$ cat config.mk
export PLATFORM = sky130hd
export DESIGN_NAME = bcd_to_bin_seq
export DESIGN_NICKNAME = d
export VERILOG_FILES = /design/src/rtl/bcd_to_bin_seq.sv
export SDC_FILE = /design/constraint.sdc
export NUM_CORES = 1
export LEC_CHECK = 0
export CAP_MARGIN = 15
export CORE_MARGIN = 5
export CORE_UTILIZATION = 54
export CTS_CLUSTER_SIZE = 24
export DETAILED_ROUTE_END_ITERATION = 8
export DONT_BUFFER_PORTS = 1
export PLACE_DENSITY = 0.69
export SYNTH_ARGS = -nofsm -noshare
export SYNTH_HDL_FRONTEND = slang
export SYNTH_SLANG_ARGS = --single-unit
$ cat constraint.sdc
create_clock -name clk -period 2.55 [get_ports clk]
set_clock_uncertainty 0.15 [all_clocks]
set_input_delay 0.51 -clock clk [delete_from_list [all_inputs] [get_ports clk]]
set_output_delay 0.51 -clock clk [all_outputs]
set_load 0.1 [all_outputs]
$ cat src/rtl/bcd_to_bin_seq.sv
`default_nettype none
// ============================================================================
// Module   : bcd_to_bin_seq
// Purpose  : Sequential packed-BCD to unsigned binary converter. A BCD word is
//            captured on start, and one digit is folded per clock into an
//            accumulator, most-significant digit first (acc = acc*10 + digit).
//            The result is presented with a one-cycle done pulse.
// Ports    : clk     - clock, rising edge
//            rst_n   - asynchronous active-low reset
//            start   - conversion request (accepted in IDLE or DONE)
//            bcd_in  - packed BCD, digit DIGITS-1 in the MSBs
//            busy    - high while digits are being folded
//            done    - one-cycle pulse, bin_out/err valid
//            bin_out - binary result, held until the next completion
//            err     - invalid-digit flag, qualified by done
// Config   : define BCD2BIN_ERR_CHECK_EN to flag digits > 9. When it is
//            defined, bin_out is forced to 0 on error. When it is undefined,
//            err is tied low and digits 10-15 are used arithmetically.
// Revision : 1.0 - initial release
// ============================================================================
module bcd_to_bin_seq #(
  parameter int DIGITS = 2,
  parameter int BIN_W  = 7
) (
  input  logic                  clk,
  input  logic                  rst_n,
  input  logic                  start,
  input  logic [4*DIGITS-1:0]   bcd_in,
  output logic                  busy,
  output logic                  done,
  output logic [BIN_W-1:0]      bin_out,
  output logic                  err
);

  localparam int SR_W  = 4 * DIGITS;
  localparam int CNT_W = (DIGITS > 1) ? $clog2(DIGITS) : 1;
  localparam logic [CNT_W-1:0] LAST_DIGIT = CNT_W'(DIGITS - 1);

  typedef enum logic [1:0] {
    IDLE = 2'd0,
    CONV = 2'd1,
    DONE = 2'd2
  } state_t;

  state_t             state_q, state_d;
  logic [SR_W-1:0]    sr_q,    sr_d;
  logic [BIN_W-1:0]   acc_q,   acc_d;
  logic [CNT_W-1:0]   cnt_q,   cnt_d;
  logic [BIN_W-1:0]   bin_q,   bin_d;

  logic [3:0]         digit;
  logic [BIN_W-1:0]   acc_next;

  // The digit being consumed is always the top nibble; the register shifts
  // left after each fold so the next digit rises into place.
  assign digit    = sr_q[SR_W-1 -: 4];
  // acc*10 as shift-and-add; wraps modulo 2^BIN_W by construction.
  assign acc_next = (acc_q << 3) + (acc_q << 1) + BIN_W'(digit);

`ifdef BCD2BIN_ERR_CHECK_EN
  logic flag_q, flag_d;
  logic err_q,  err_d;
  logic digit_bad;
  logic flag_final;

  assign digit_bad  = (digit > 4'd9);
  // Include the digit consumed on the final fold, which is not yet in flag_q.
  assign flag_final = flag_q | digit_bad;
`endif

  always_comb begin
    state_d = state_q;
    sr_d    = sr_q;
    acc_d   = acc_q;
    cnt_d   = cnt_q;
    bin_d   = bin_q;
`ifdef BCD2BIN_ERR_CHECK_EN
    flag_d  = flag_q;
    err_d   = err_q;
`endif
    case (state_q)
      IDLE, DONE: begin
        if (start) begin
          sr_d    = bcd_in;
          acc_d   = '0;
          cnt_d   = '0;
`ifdef BCD2BIN_ERR_CHECK_EN
          flag_d  = 1'b0;
`endif
          state_d = CONV;
        end else begin
          state_d = IDLE;
        end
      end
      CONV: begin
        acc_d = acc_next;
        sr_d  = sr_q << 4;
        cnt_d = cnt_q + CNT_W'(1);
`ifdef BCD2BIN_ERR_CHECK_EN
        flag_d = flag_final;
`endif
        if (cnt_q == LAST_DIGIT) begin
          state_d = DONE;
`ifdef BCD2BIN_ERR_CHECK_EN
          err_d = flag_final;
          bin_d = flag_final ? '0 : acc_next;
`else
          bin_d = acc_next;
`endif
        end
      end
      default: state_d = IDLE;
    endcase
  end

  always_ff @(posedge clk or negedge rst_n) begin
    if (!rst_n) begin
      state_q <= IDLE;
      sr_q    <= '0;
      acc_q   <= '0;
      cnt_q   <= '0;
      bin_q   <= '0;
    end else begin
      state_q <= state_d;
      sr_q    <= sr_d;
      acc_q   <= acc_d;
      cnt_q   <= cnt_d;
      bin_q   <= bin_d;
    end
  end

`ifdef BCD2BIN_ERR_CHECK_EN
  always_ff @(posedge clk or negedge rst_n) begin
    if (!rst_n) begin
      flag_q <= 1'b0;
      err_q  <= 1'b0;
    end else begin
      flag_q <= flag_d;
      err_q  <= err_d;
    end
  end
  assign err = err_q;
`else
  assign err = 1'b0;
`endif

  // All outputs come straight from flops: no input-to-output combinational path.
  assign busy    = (state_q == CONV);
  assign done    = (state_q == DONE);
  assign bin_out = bin_q;

endmodule
`default_nettype wire

Yosys cells after proc, flatten, opt, wreduce, memory -nomap -nowiden:

Cells that the tools add are included.

* multipliers: 0
* $add $sub $neg: 3
* $lt $le $gt $ge: 0
* equal/unequal tests: 4
* reductions and logical operators: 5
* div/mod/pow operators: 0
* mux-type cells: 9
* shift operators: 0
* bitwise operators: 0

Operators with widths (number)
* 8-bit case mux with 2 select lines: 1
* 6-bit case mux with 2 select lines: 1
* 8-bit two-way mux: 1
* 7-bit by 4-bit adder with 7-bit output: 1
* 7-bit adder: 1
* 6-bit two-way mux: 1
* 2-bit case mux with 2 select lines: 1
* 2-bit AND reduction: 2
* 2-bit by 1-bit == test with 1-bit output (second input constant): 1
* 2-bit == test (second input constant): 1
* 2-bit logical NOT: 1
* 1-bit two-way mux: 2
* 2-bit two-way mux: 1
* 2-bit by 1-bit != test with 1-bit output (second input constant): 1
* 2-bit != test (second input constant): 1
* 1-bit case mux with 2 select lines: 1
* 2-bit nonzero test: 1
* 2-bit OR reduction: 1
* 1-bit adder (second input constant): 1

* bits in read-only memories: 0
* memories: 0
* bits in writable memories: 0
* output and inout bits: 10
* bits in latches: 0
* input port bits: 11
* flip-flop bits (word level): 24
* word-level logic and storage cells: 26

Logic depth before layout (Yosys ltp):

* word-level depth: 4
* gate-level depth with buffers: 7
* gate-level depth less buffers: 7

Worst setup path before layout:

No wires, ideal clock.

* path type: register to output
* start point: reg state_q[1]
* end point: out done
* required time: 1890 ps
* data arrival time: 1970 ps
* slack: -80 ps
* buffers on the path: 2
* stages on the path, launching flop included: 4
* path through: dfrtp_1 buf_6 buf_4 nor2b_1

* cells in the longest elaborated chain, start to end: 1

RTL lines
* from (decl): RTL line 45 `state_t state_q, state_d;`
* from (signal assigned): RTL line 124 `state_q <= state_d;`
* 2-bit == test: RTL line 149 `assign done = (state_q == DONE);`
* to (decl): RTL line 30 `output logic done,`

No other way between the ends.

Final worst setup path:

* start point: reg sr_q[7]
* end point: reg acc_q[4]

* cells in the longest elaborated chain, start to end: 2

RTL lines
* from (decl): RTL line 46 `logic [SR_W-1:0] sr_q, sr_d;`
* from (signal assigned): RTL line 125 `sr_q <= sr_d;`
* 7-bit by 4-bit adder with 7-bit output: RTL line 58 `assign acc_next = (acc_q << 3) + (acc_q << 1) + BIN_W'(digit);`
* 6-bit case mux with 2 select lines: RTL line 81 `case (state_q)`
* to (signal assigned): RTL line 120 `acc_q <= '0;`
* to (signal assigned): RTL line 126 `acc_q <= acc_d;`
* to (decl): RTL line 47 `logic [BIN_W-1:0] acc_q, acc_d;`

No other way between the ends.
A chain may end at the register's enable or synchronous reset.

==> out/results.ini <==
[setup_path]
endpoint=acc_q[4]
crit_path_start_kind=flip-flop
end_kind=flip-flop
required_ps=2620
r2r-start=sr_q[7]
crit_type=flip-flop to flip-flop
cp-startpoint=sr_q[7]
cp_max_fo=3
worstReg2RegEnd=acc_q[4]
r2r_cells=5
worstPathArrival_ps=2470
r2r_slack_ps=150

[sta]
rsz0062_at_grt=no
max_slew_margin=0.395
fmax_ghz=0.416
tightestPinTransition_ps=908
slew_viol_final=0
setup_viol=0
fin_crit_ps=2400
fin_crit_sh=0.942
setup_tns_ps=0
finalHoldViolations=0
holdWs_ps=202

[drt]
drc=0
drt-wirelength-per-cell_um=16.4
drtIter0Drc=18
viasPerCell=5.76
ant_nets=0
wl_mm=2.37
first_pass_iters=3
vias=830

[flow_run]
drv_cap=0

[grt]
grt_pass1_wl_mm=4.11
grt_pass1_vias=893
met2_usage=0.252
grt_use_met1=0.195
grt_max_degree=25
use_met3=0.0324
track_usage=0.151
grt_overflow=0
busiest_layer=met2
antenna_found_initial=0

[synthesis]
synthFlopType=dfrtp_1
synth.net_count=131
syn_avg_cell_area_um2=12.2
yosysSeqAreaShare=0.447
synthCells=110
synth_edf_count=0
ys_async_sr_fraction=1.00
yosys_warnings=0
ys_ff_latch=24
syn-cell-area_mm2=0.00134
ys_types=27

[clock_tree]
cts-root-buf=clkbuf_4
clk_pin_slew_worst_paths_ps=140
cts_max_level=1
cts_tree=yes
clock_latency_ps=310
cts.sinks=24
cts_inserted_buffers=3
cts_buffer_depth=2

[placement]
io_buffers=0
gp_congestion=0.817
dpl_cell_area_mm2=0.00137
dpl.hpwl_mm=1.72

[finish]
final_cell_mix=dfrtp_1, mux2i_1, o21ai_0, ha_1
layout_commonest_cell=dfrtp_1
num-fill-cells=209
final_cell_area_mm2=0.00146
antennaDiodeCount=0
fin_nets=136
area_delta_synth_final_pct=8.48
drive_gt1_frac=0.211

[floorplanning]
die_y_um=59.9
fp-row-count=18
fp.coreArea_mm2=0.00243
initial_utilization=0.552
die_x_um=59.9
die-area_mm2=0.00358
ios=21

[outcome]
status=finished, final reports clean

[hold_path]
hp-class=input port to flip-flop

[final cells by class]
type,count,area [um2],area share
Tap cell,30,37.5,0.0258
Sequential cell,24,601,0.412
Clock inverter,1,30.0,0.0206
Timing Repair Buffer,7,67.6,0.0464
Multi-Input combinational cell,77,686,0.471
Inverter,2,12.5,0.00859
Clock buffer,3,22.5,0.0155
[timing repair]
| item | in CTS | in global routing |
|---|---|---|
| endpoints found under the hold margin | 24 | 0 |
| endpoints found under the setup margin | 0 | 0 |
| hold buffers | 2 | 0 |
| resized for setup | 0 | 0 |
| setup buffers | 0 | 0 |
[cells by family after synthesis]
family,share of synthesized area
xor gates and xnor gates,0.0391
other,0.00279
and+or+nand+nor,0.0801
adders and majority gates,0.104
buffers and inverters,0.0438
AOI/OAI and AO/OA,0.125
muxes,0.158
DFF,0.447
[Yosys cell counts (2+ instances only)]
cell / number / area (um2)
dfrtp_1: 24 / 601
ha_1: 8 / 100
mux2i_1: 8 / 80.1
o21ai_0: 8 / 40.0
a21oi_1: 6 / 30.0
a22o_1: 6 / 52.6
mux2_2: 5 / 56.3
mux2_4: 5 / 75.1
nand3_1: 5 / 25.0
nor2b_1: 5 / 31.3
a211oi_1: 4 / 30.0
buf_4: 3 / 22.5
xnor2_1: 3 / 26.3
xor2_1: 3 / 26.3
a21o_1: 2 / 15.0
buf_1: 2 / 7.51
fa_1: 2 / 40.0
nand2_1: 2 / 7.51
[state kept, by name (all words and copies together), names as in the netlist]
register and count:
bin_out 7, sr_q 8, state_q 2, cnt_q 1, acc_q 6
[per-layer routing]
metal  part of all wire  vias to the layer above  wire (um)
met5                  0                        -          0
met1               0.47                      413       1120
li1                   -                      401          -
met2               0.48                       14       1130
met4             0.0059                        0         14
met3              0.043                        2        102
[metrics by stage]
step                      setup WS, ps   util  std cells
final                              149  0.599        144
after global routing              77.2  0.599        144
after CTS                          146  0.599        144
after detailed placement           172  0.565        138
after global placement             233  0.565        138
after floorplan                    269      -        110
[worst max-delay path, stage by stage (launching register included)]
cell and delay, ps:
dfrtp_1 440, fa_1 550, fa_1 480, xor2_1 190
mux2_2 260, a22o_1 220
[worst min-delay path by stage]
stage | from | endpoint | slack [ps] | depth (start not counted)
finish | start | state_q[0] | 200 | 2
global route | start | state_q[0] | 210 | 2
CTS | start | state_q[0] | 190 | 2
detailed placement | rst_n | bin_out[4] | 70 | 0
global placement | rst_n | bin_out[6] | 70 | 0
floorplan | rst_n | acc_q[0] | 60 | 0
Power is left out: the tool's default activity adds up to more than one toggle a clock period on the data nets, which glitch-free logic cannot reach.
